==> src/rtl/slave_reg_pkg.sv <==
// slave_reg_pkg
// Shared constants for the slave-bus register responder: dword addresses of
// the register map, bit positions inside CTRL and STATUS, and the job FSM
// state encoding. There are no ports because this file is a package.
// Optional feature macro: SLAVE_REG_ABORT_EN (CTRL.ABORT / STATUS.ABORTED).
package slave_reg_pkg;

  // Register map, decoded from the low four address bits only
  localparam logic [3:0] ADDR_ID           = 4'h0;
  localparam logic [3:0] ADDR_CTRL         = 4'h1;
  localparam logic [3:0] ADDR_STATUS       = 4'h2;
  localparam logic [3:0] ADDR_LENGTH       = 4'h3;
  localparam logic [3:0] ADDR_COUNT        = 4'h4;
  localparam logic [3:0] ADDR_SCRATCH_BASE = 4'h8;

  // CTRL bits
  localparam int CTRL_START_BIT   = 0;
  localparam int CTRL_INTR_EN_BIT = 1;
  localparam int CTRL_ABORT_BIT   = 2;

  // STATUS bits
  localparam int STAT_BUSY_BIT    = 0;
  localparam int STAT_DONE_BIT    = 1;
  localparam int STAT_ABORTED_BIT = 2;

  typedef enum logic [1:0] {
    IDLE = 2'd0,
    RUN  = 2'd1,
    FIN  = 2'd2
  } job_state_t;

endpackage

==> src/rtl/slave_reg_job_fsm.sv <==
// slave_reg_job_fsm
// Job counter FSM (IDLE -> RUN -> FIN -> IDLE). A start in IDLE latches the
// job length and clears the counter; RUN counts one per cycle until the
// counter reaches the latched length; FIN lasts one cycle and pulses done.
// An abort in RUN returns to IDLE with the counter frozen.
// Ports:
//   clk         in   system clock, rising edge
//   rst         in   synchronous active-high reset
//   start       in   start request (single-cycle)
//   abort       in   abort request (single-cycle)
//   length      in   job length, sampled when the job starts
//   busy        out  high whenever the FSM is not IDLE
//   count       out  job progress counter
//   done_pulse  out  high during the FIN cycle
//   abort_pulse out  high in the RUN cycle that accepts an abort
module slave_reg_job_fsm
  import slave_reg_pkg::*;
(
  input  logic        clk,
  input  logic        rst,
  input  logic        start,
  input  logic        abort,
  input  logic [31:0] length,
  output logic        busy,
  output logic [31:0] count,
  output logic        done_pulse,
  output logic        abort_pulse
);

  job_state_t  state;
  job_state_t  state_next;
  logic [31:0] len_latch;

  always_ff @(posedge clk) begin
    if (rst) begin
      state <= IDLE;
    end else begin
      state <= state_next;
    end
  end

  // The end compare uses len_latch so LENGTH writes during a job are harmless.
  // Every accepted start clears the counter, including zero-length jobs.
  always_ff @(posedge clk) begin
    if (rst) begin
      count     <= '0;
      len_latch <= '0;
    end else begin
      case (state)
        IDLE: begin
          if (start) begin
            count     <= '0;
            len_latch <= length;
          end
        end
        RUN: begin
          if (!abort) begin
            count <= count + 32'd1;
          end
        end
        default: ;
      endcase
    end
  end

  // Leaving RUN when count == len-1 means count has become len by FIN.
  always_comb begin
    state_next  = state;
    done_pulse  = 1'b0;
    abort_pulse = 1'b0;
    case (state)
      IDLE: begin
        if (start) begin
          state_next = (length == 32'd0) ? FIN : RUN;
        end
      end
      RUN: begin
        if (abort) begin
          state_next  = IDLE;
          abort_pulse = 1'b1;
        end else if (count == len_latch - 32'd1) begin
          state_next = FIN;
        end
      end
      FIN: begin
        done_pulse = 1'b1;
        state_next = IDLE;
      end
      default: state_next = IDLE;
    endcase
  end

  assign busy = (state != IDLE);

endmodule

==> src/rtl/slave_reg_responder.sv <==
// slave_reg_responder
// Slave-bus register responder: decodes writes and reads from the slave BFM,
// holds ID/CTRL/STATUS/LENGTH/COUNT registers plus a small scratch RAM, and
// runs the job counter FSM. Reads have one cycle of latency and S_RDATA holds
// until the next read. Only address bits [3:0] are decoded, so the map aliases.
// Optional feature macro: SLAVE_REG_ABORT_EN adds CTRL.ABORT and
// STATUS.ABORTED; without it those bits read 0 and writes to them are ignored.
// Ports:
//   CLK      in   system clock, rising edge
//   RST      in   synchronous active-high reset
//   S_WE     in   write strobe
//   S_WADDR  in   write dword address
//   S_WDATA  in   write data
//   S_RE     in   read strobe
//   S_RADDR  in   read dword address
//   S_RDATA  out  registered read data
//   BUSY     out  job running
//   INTR     out  level interrupt
module slave_reg_responder
  import slave_reg_pkg::*;
#(
  parameter int          C_ADDR_BITS     = 16,
  parameter logic [31:0] C_ID            = 32'h5352_0001,
  parameter int          C_SCRATCH_DEPTH = 8
) (
  input  logic                   CLK,
  input  logic                   RST,
  input  logic                   S_WE,
  input  logic [C_ADDR_BITS-1:0] S_WADDR,
  input  logic [31:0]            S_WDATA,
  input  logic                   S_RE,
  input  logic [C_ADDR_BITS-1:0] S_RADDR,
  output logic [31:0]            S_RDATA,
  output logic                   BUSY,
  output logic                   INTR
);

  localparam int SCR_BITS = (C_SCRATCH_DEPTH > 1) ? $clog2(C_SCRATCH_DEPTH) : 1;

  logic [3:0]          wr_addr;
  logic [3:0]          rd_addr;
  logic [SCR_BITS-1:0] wr_idx;
  logic [SCR_BITS-1:0] rd_idx;
  logic                ctrl_wr;
  logic                start_req;
  logic                abort_req;
  logic                ctrl_intr_en;
  logic                status_done;
  logic                status_aborted;
  logic [31:0]         length_reg;
  logic [31:0]         scratch [C_SCRATCH_DEPTH];
  logic [31:0]         rd_value;
  logic [31:0]         job_count;
  logic                job_busy;
  logic                fsm_done_pulse;
  logic                fsm_abort_pulse;
  logic                unused_bits;

  assign wr_addr = S_WADDR[3:0];
  assign rd_addr = S_RADDR[3:0];
  assign wr_idx  = S_WADDR[SCR_BITS-1:0];
  assign rd_idx  = S_RADDR[SCR_BITS-1:0];
  assign ctrl_wr = S_WE && (wr_addr == ADDR_CTRL);

`ifdef SLAVE_REG_ABORT_EN
  assign abort_req = ctrl_wr && S_WDATA[CTRL_ABORT_BIT];

  // ABORTED is sticky until cleared by W1C; a new abort wins over the clear
  always_ff @(posedge CLK) begin
    if (RST) begin
      status_aborted <= 1'b0;
    end else if (fsm_abort_pulse) begin
      status_aborted <= 1'b1;
    end else if (S_WE && (wr_addr == ADDR_STATUS) && S_WDATA[STAT_ABORTED_BIT]) begin
      status_aborted <= 1'b0;
    end
  end

  assign unused_bits = ^{S_WADDR[C_ADDR_BITS-1:4], S_RADDR[C_ADDR_BITS-1:4]};
`else
  assign abort_req      = 1'b0;
  assign status_aborted = 1'b0;
  assign unused_bits    = ^{S_WADDR[C_ADDR_BITS-1:4], S_RADDR[C_ADDR_BITS-1:4],
                            fsm_abort_pulse};
`endif

  // An abort in the same CTRL write suppresses the start
  assign start_req = ctrl_wr && S_WDATA[CTRL_START_BIT] && !abort_req;

  slave_reg_job_fsm u_job_fsm (
    .clk         (CLK),
    .rst         (RST),
    .start       (start_req),
    .abort       (abort_req),
    .length      (length_reg),
    .busy        (job_busy),
    .count       (job_count),
    .done_pulse  (fsm_done_pulse),
    .abort_pulse (fsm_abort_pulse)
  );

  // Writable state. DONE set from the FSM beats a same-cycle W1C clear.
  always_ff @(posedge CLK) begin
    if (RST) begin
      ctrl_intr_en <= 1'b0;
      status_done  <= 1'b0;
      length_reg   <= '0;
      for (int i = 0; i < C_SCRATCH_DEPTH; i++) begin
        scratch[i] <= '0;
      end
    end else begin
      if (ctrl_wr) begin
        ctrl_intr_en <= S_WDATA[CTRL_INTR_EN_BIT];
      end
      if (fsm_done_pulse) begin
        status_done <= 1'b1;
      end else if (S_WE && (wr_addr == ADDR_STATUS) && S_WDATA[STAT_DONE_BIT]) begin
        status_done <= 1'b0;
      end
      if (S_WE && (wr_addr == ADDR_LENGTH)) begin
        length_reg <= S_WDATA;
      end
      if (S_WE && wr_addr[3]) begin
        scratch[wr_idx] <= S_WDATA;
      end
    end
  end

  // Read mux sees pre-edge register values, so a same-address write
  // colliding with a read returns the old contents.
  always_comb begin
    rd_value = '0;
    if (rd_addr[3]) begin
      rd_value = scratch[rd_idx];
    end else begin
      case (rd_addr)
        ADDR_ID:     rd_value = C_ID;
        ADDR_CTRL:   rd_value = {30'd0, ctrl_intr_en, 1'b0};
        ADDR_STATUS: rd_value = {29'd0, status_aborted, status_done, job_busy};
        ADDR_LENGTH: rd_value = length_reg;
        ADDR_COUNT:  rd_value = job_count;
        default:     rd_value = '0;
      endcase
    end
  end

  always_ff @(posedge CLK) begin
    if (RST) begin
      S_RDATA <= '0;
    end else if (S_RE) begin
      S_RDATA <= rd_value;
    end
  end

  assign BUSY = job_busy;
  assign INTR = ctrl_intr_en & (status_done | status_aborted);

endmodule

==> config.mk <==
export PLATFORM = sky130hd
export DESIGN_NAME = slave_reg_responder
export DESIGN_NICKNAME = d
export VERILOG_FILES = /design/src/rtl/slave_reg_pkg.sv /design/src/rtl/slave_reg_job_fsm.sv /design/src/rtl/slave_reg_responder.sv
export SDC_FILE = /design/constraint.sdc
export NUM_CORES = 1
export LEC_CHECK = 0
export CORE_AREA = 2 2 217 219
export CTS_CLUSTER_DIAMETER = 200
export DETAILED_ROUTE_END_ITERATION = 6
export DIE_AREA = 0 0 219 221
export PLACE_DENSITY_LB_ADDON = 0.15
export SLEW_MARGIN = 25
export SYNTH_ARGS = -nofsm -noshare
export SYNTH_HDL_FRONTEND = slang
export SYNTH_SLANG_ARGS = --single-unit
==> constraint.sdc <==
create_clock -name CLK -period 3.4 [get_ports CLK]
set_input_delay 0.85 -clock CLK [delete_from_list [all_inputs] [get_ports CLK]]
set_output_delay 0.85 -clock CLK [all_outputs]
set_load 0.01 [all_outputs]
== After elaboration in Yosys (flattened, before gate mapping) ==
Memory sizes are Yosys's and may differ from the RTL's.
Cells that the tools add are included.

* Flip-flop bits (word level): 132
* RAM bits: 256
* Input bits: 68
* Output and inout bits: 34
* Logic and storage cells: 58
* Memories kept: 1

* Add/subtract/negate cells: 2
* Eq/ne operators: 12
* Multiplexer cells: 19
* Bitwise operators: 1
* Reduce and logical (&&, ||, !) cells: 16

{| class="wikitable"
|+ Memory list
! name !! depth !! width !! read ports !! clocked after Yosys merged registers in !! write ports !! line !! source
|-
| scratch || 8 || 32 || 1 || 0 || 8 || slave_reg_responder.sv:51 || <nowiki>logic [31:0] scratch [C_SCRATCH_DEPTH];</nowiki>
|}

{| class="wikitable"
|+ Operator list
! cell !! count
|-
| case mux 32 bit (5 select lines) || 1
|-
| two-way mux 32 bit || 3
|-
| case mux 32 bit (2 select lines) || 1
|-
| adder 32 x 1 -> 32 bit (second input constant) || 1
|-
| equality test 32 bit || 1
|-
| zero test 32 bit || 1
|-
| OR reduction 32 bit || 1
|-
| subtractor 32 x 1 -> 32 bit (second input constant) || 1
|-
| equality test 4 x 2 -> 1 bit (second input constant) || 4
|-
| two-way mux 1 bit || 9
|-
| equality test 4 x 1 -> 1 bit (second input constant) || 2
|-
| logical AND 1 bit || 6
|-
| two-way mux 2 bit || 3
|-
| AND reduction 2 bit || 3
|-
| nonzero test 2 bit || 3
|-
| equality test 4 x 3 -> 1 bit (second input constant) || 1
|-
| zero test 4 bit || 1
|-
| case mux 2 bit (2 select lines) || 1
|-
| two-way mux 3 bit || 1
|-
| equality test 2 x 1 -> 1 bit (second input constant) || 1
|-
| equality test 2 bit (second input constant) || 1
|-
| zero test 2 bit || 1
|-
| inequality test 2 x 1 -> 1 bit (second input constant) || 1
|-
| inequality test 2 bit (second input constant) || 1
|-
| AND 1 bit || 1
|}

== Depth between registers and ports, before layout ==
* Depth after elaboration: 6
* Mapped depth: 10

== Cells and area by module ==
From an unflattened synthesis, not the netlist that was laid out.

* Cell total of the unflattened synthesis: 1646
* Area, all modules: 18252.5 µm²

{| class="wikitable"
|+ By module, submodules not included
! module !! instances !! cells each !! area an instance (µm²) !! seq. area each (µm²)
|-
| slave_reg_responder || 1 || 1176 || 14523.9 || 9008.6
|-
| slave_reg_job_fsm || 1 || 470 || 3728.6 || 1321.3
|}

== Worst setup path after synthesis ==
OpenSTA, ideal clock, no wires.

* Path kind: input to register
* Start point: input port S_RADDR[0]
* End point: register S_RDATA[1]
* Library setup time: 142 ps
* Data arrival time: 2604 ps
* Setup slack: 654 ps
* Stages on the path: 6
* Path through: clkbuf_1 buf_1 mux4_2 mux2_2 a22oi_1 a311oi_1

* Cells in the longest elaborated chain, start to end: 3

{| class="wikitable"
|+ Ends and longest elaborated chain
! element !! line !! source
|-
| start: declaration || slave_reg_responder.sv:32 || <nowiki>input logic [C_ADDR_BITS-1:0] S_RADDR,</nowiki>
|-
| equality test 4 x 3 -> 1 bit, or another cell as far along || slave_reg_responder.sv:136 || <nowiki>case (rd_addr)</nowiki>
|-
| case mux 32 bit (5 select lines) || slave_reg_responder.sv:136 ||
|-
| two-way mux 32 bit * || slave_reg_responder.sv:133 || <nowiki>if (rd_addr[3]) begin</nowiki>
|-
| end signal: assignment || slave_reg_responder.sv:151 || <nowiki>S_RDATA <= rd_value;</nowiki>
|-
| end: declaration || slave_reg_responder.sv:33 || <nowiki>output logic [31:0] S_RDATA,</nowiki>
|}

Mark *: on every way between the ends. The rest lies on a longest branch, timed or not.
A chain may end at the register's enable or synchronous reset.

== Worst setup path after layout ==
* Start point: register u_job_fsm.len_latch[0]
* End point: register u_job_fsm.state[0]

* Cells in the longest elaborated chain, start to end: 4

{| class="wikitable"
|+ Ends and longest elaborated chain
! element !! line !! source
|-
| start: declaration || slave_reg_job_fsm.sv:32 || <nowiki>logic [31:0] len_latch;</nowiki>
|-
| start signal: assignment || slave_reg_job_fsm.sv:53 || <nowiki>len_latch <= length;</nowiki>
|-
| subtractor 32 x 1 -> 32 bit || slave_reg_job_fsm.sv:81 || <nowiki>end else if (count == len_latch - 32'd1) begin</nowiki>
|-
| equality test 32 bit || slave_reg_job_fsm.sv:81 ||
|-
| inequality test 2 x 1 -> 1 bit (no line) || n/a ||
|-
| AND reduction 2 bit (no line) || n/a ||
|-
| end signal: assignment || slave_reg_job_fsm.sv:38 || <nowiki>state <= state_next;</nowiki>
|-
| end: declaration || slave_reg_job_fsm.sv:30 || <nowiki>job_state_t state;</nowiki>
|}

No other way between the ends.

==> metrics <==
Routed WL=about 50000 um; Syn Inst Count=between 1500 and 2000; Least-Margin Pin Slew=between 0.6 and 0.7 ns; post_cts resized=0; Post-synth ARST share=0%; Placed Cells=2213; DRT iter0 DRCs=approximately 1200; number of remaining DRC errors=0; setup ws final=0.417 ns; Post-synth EDFFs=256; Final GP Congestion=between 0.8 and 0.9; reg2reg setup slack=0.42 ns; crit-path max cell delay=0.56 ns; worst vdd rail ir drop=264 uV; Detailed Place HPWL=approximately 33000 um; crit-path max FO=6; Post-CTS Setup Inserts=0; syn nets=1663; RSZ-0062 raised after global routing=false; Final Cycle Share=between 80% and 90%; Std-Cell Rows=between 70 and 80; drt via density=roughly 5.4; CTS Root Cell=clkbuf_16; Synth Cell Area=0.0183 sq mm; Hold Path End=u_job_fsm.len_latch[31]$_SDFFE_PP0P_; Yosys cell types=69; clock-pin slew on the worst setup and hold paths=roughly 0.060 ns; DP Worst Slack=0.435 ns; max_cap viols=0; Clock Skews=0.0193 ns; Pwr Total=10.3 mW; DR vias=approximately 12000; synthesis-to-finish area growth=16.1%; crit end category=register; Slew headroom=57.6%; HP Start=u_job_fsm.len_latch[31]$_SDFFE_PP0P_; die height=221 um; setup_tns=0 ns; PortBufs=77; fill cell count=4302; Synth Area per Inst=11.5 sq um; worst r2r path cells=10; Final Setup Violations=0; worst path required time=approximately 3.8 ns; layout cells sized above 1=approximately 15%; vias in the first global route=12261; non-filler cells, final=2292; Slowest-stage cell, CP=or4_4; Lkg Pwr=7.18 nW; area of the multi-input gates=0.00750 sq mm; initial antenna violation count=1; Die Area=0.0484 sq mm; Clk Latency, worst-skew pair=0.56 ns; cell area power density=486 mW/mm^2; n_diodes=0; status=finished clean; global-route wire length before repair=76800 um; FF/Latch Area=0.0103 sq mm; gr ovfl total=0; critical path launch point type=register; largest net degree at the start of global routing=132; Max Root-Sink Buffers=3; H-tree depth=2; crit path DAT=3.42 ns; type of the worst min-delay path=reg -> reg; TritonCTS clock tree=yes; Net count, final=between 1500 and 2000; remaining antenna violation count=0; final hold viol count=0; fmax=0.335 GHz; cell depth of the worst hold path=2; die span in x=between 200 and 250 um; Routed wire per std cell=22.0 um; synthesized flop and latch total=388; hold_buf cts=0; Largest register FFs=256; reg2reg start=u_job_fsm.len_latch[0]$_SDFFE_PP0P_; Cell Chain, Critical Path=inv_1, ha_1, or3b_2, or4_4, nor4b_4, xnor2_1, o32a_1, a22oi_2, a31oi_1, o21ba_1; Top FF cell, synth=edfxtp_1; I/O pin total=102; Tmin final=2.98 ns; total CTS buffers=43; core footprint=0.0461 sq mm; Slew Viols, Final=0; Biggest register=scratch; critical path type=reg -> reg; R2R Path End=u_job_fsm.state[0]$_SDFFE_PP0P_; DR pass1 iterations=5; sequential-to-total area share from yosys stat=56.5%; Clock Sink Count=roughly 390; gr usage total=21.0%; Initial Util=39.7%; synth warn=0
cells by family after synthesis:
| group | Yosys count | synth area share [%] |
|---|---|---|
| and+or+nand+nor | 726 | 21.0 |
| DFF | 388 | 56.5 |
| AOI/OAI and AO/OA | 205 | 7.42 |
| buffers and inverters | 130 | 2.77 |
| muxes | 110 | 10.7 |
| xor gates and xnor gates | 32 | 1.53 |
| adders and majority gates | 2 | 0.137 |
per-stage QoR:
| stage | hold slack, ns | area [sq um] | utilization [%] |
|---|---|---|---|
| 6_report | 0.468 | 21200 | 46.1 |
| 3_3_place_gp | 0.458 | 20000 | 43.4 |
| 3_5_place_dp | 0.460 | 20000 | 43.4 |
| 2_1_floorplan | 0.450 | 18300 | - |
| 4_1_cts | 0.468 | 21200 | 46.1 |
| 5_1_grt | 0.496 | 21200 | 46.1 |
routing by layer:
layer,vias up,track usage (%),share of wire [%]
met1,6208,29.8,45
met3,62,3.26,5.0
met5,-,0,0.026
met2,292,33.9,48
li1,5893,-,-
met4,2,5.01,1.9
worst max-delay path: cells and delay by family (launching register included):
family,cells,cell delay (ns)
compound gates,4,0.75
fa+ha+maj,1,0.24
xor+xnor,1,0.09
simple gates,3,1.34
flops,1,0.36
buf+inv,1,0.08
cells in the final DEF, fill, tap and decap left out, types with 13 or more instances in the layout:
master and n:
mux4_2 64, mux2_2 36, edfxtp_1 256, nor4_1 19, nand3_1 32, nor3_1 29, a21oi_1 92, nor2_1 90
clkbuf_1 24, and2_1 260, a22oi_1 26, xnor2_1 21, buf_4 43, clkbuf_16 43, a311oi_1 28, dfxtp_1 132
or2_2 13, clkdlybuf4s50_1 72, nand2_1 198, buf_12 15
cells in the mapped netlist (3+ instances only):
cell type    n  area share [%]
a21oi_1     92             2.5
clkbuf_1   100             2.1
a221o_1      7            0.38
nand3b_1     9            0.37
nand2b_1     7            0.24
nand2_1    198             4.1
a22oi_1     26             1.1
buf_2        6            0.16
mux4_2      64             7.9
nor4_1      19            0.65
and3_1       7            0.24
nand4_1     12            0.41
and2_1     260             8.9
nor2_1      97             2.0
nand3_1     33            0.90
o21a_1       7            0.29
dfxtp_1    132              14
or4_1        3            0.12
o211ai_1     6            0.25
nor4_2       4            0.27
or3_1        7            0.24
mux2_2      36             2.2
nor2b_1      3            0.10
xor2_1      11            0.53
buf_1       12            0.25
edfxtp_1   256              42
nor4b_1      4            0.19
nor3b_1      5            0.21
a31oi_1      5            0.17
xnor2_1     21             1.0
or2_2       13            0.44
o21ai_0     12            0.33
o311ai_0     3            0.14
inv_1       10            0.21
mux2i_1      5            0.27
mux2_1       5            0.31
a311oi_1    28             1.3
nor3_1      32            0.88
where the power goes:
part	leakage, nW	total, mW	internal [mW]	switching (mW)
clock	0.602	4.24	2.40	1.84
combinational	3.06	0.787	0.358	0.429
sequential	3.51	5.30	5.23	0.0740
worst max path at each step:
stage | startpoint | endpoint | slack, ns | cells after the start
finish | u_job_fsm.len_latch[0]$_SDFFE_PP0P_ | u_job_fsm.state[0]$_SDFFE_PP0P_ | 0.42 | 10
global route | u_job_fsm.len_latch[0]$_SDFFE_PP0P_ | u_job_fsm.state[0]$_SDFFE_PP0P_ | 0.16 | 10
CTS | u_job_fsm.len_latch[0]$_SDFFE_PP0P_ | u_job_fsm.state[0]$_SDFFE_PP0P_ | 0.40 | 10
detailed placement | u_job_fsm.len_latch[0]$_SDFFE_PP0P_ | u_job_fsm.state[0]$_SDFFE_PP0P_ | 0.43 | 10
global placement | u_job_fsm.len_latch[0]$_SDFFE_PP0P_ | u_job_fsm.state[0]$_SDFFE_PP0P_ | 0.42 | 9
floorplan | S_RADDR[0] | S_RDATA[1]$_SDFFE_PP0P_ | 0.65 | 6
area by class of cell:
type,instances,share of cell area [%]
flip-flops and latches,388,48.6
multi-input cells,1075,35.3
repair buffers,133,6.40
clock buffers,69,5.62
well taps,607,3.58
clock inverters,10,0.259
inverters,10,0.177
(Power assumes the default switching activity.)
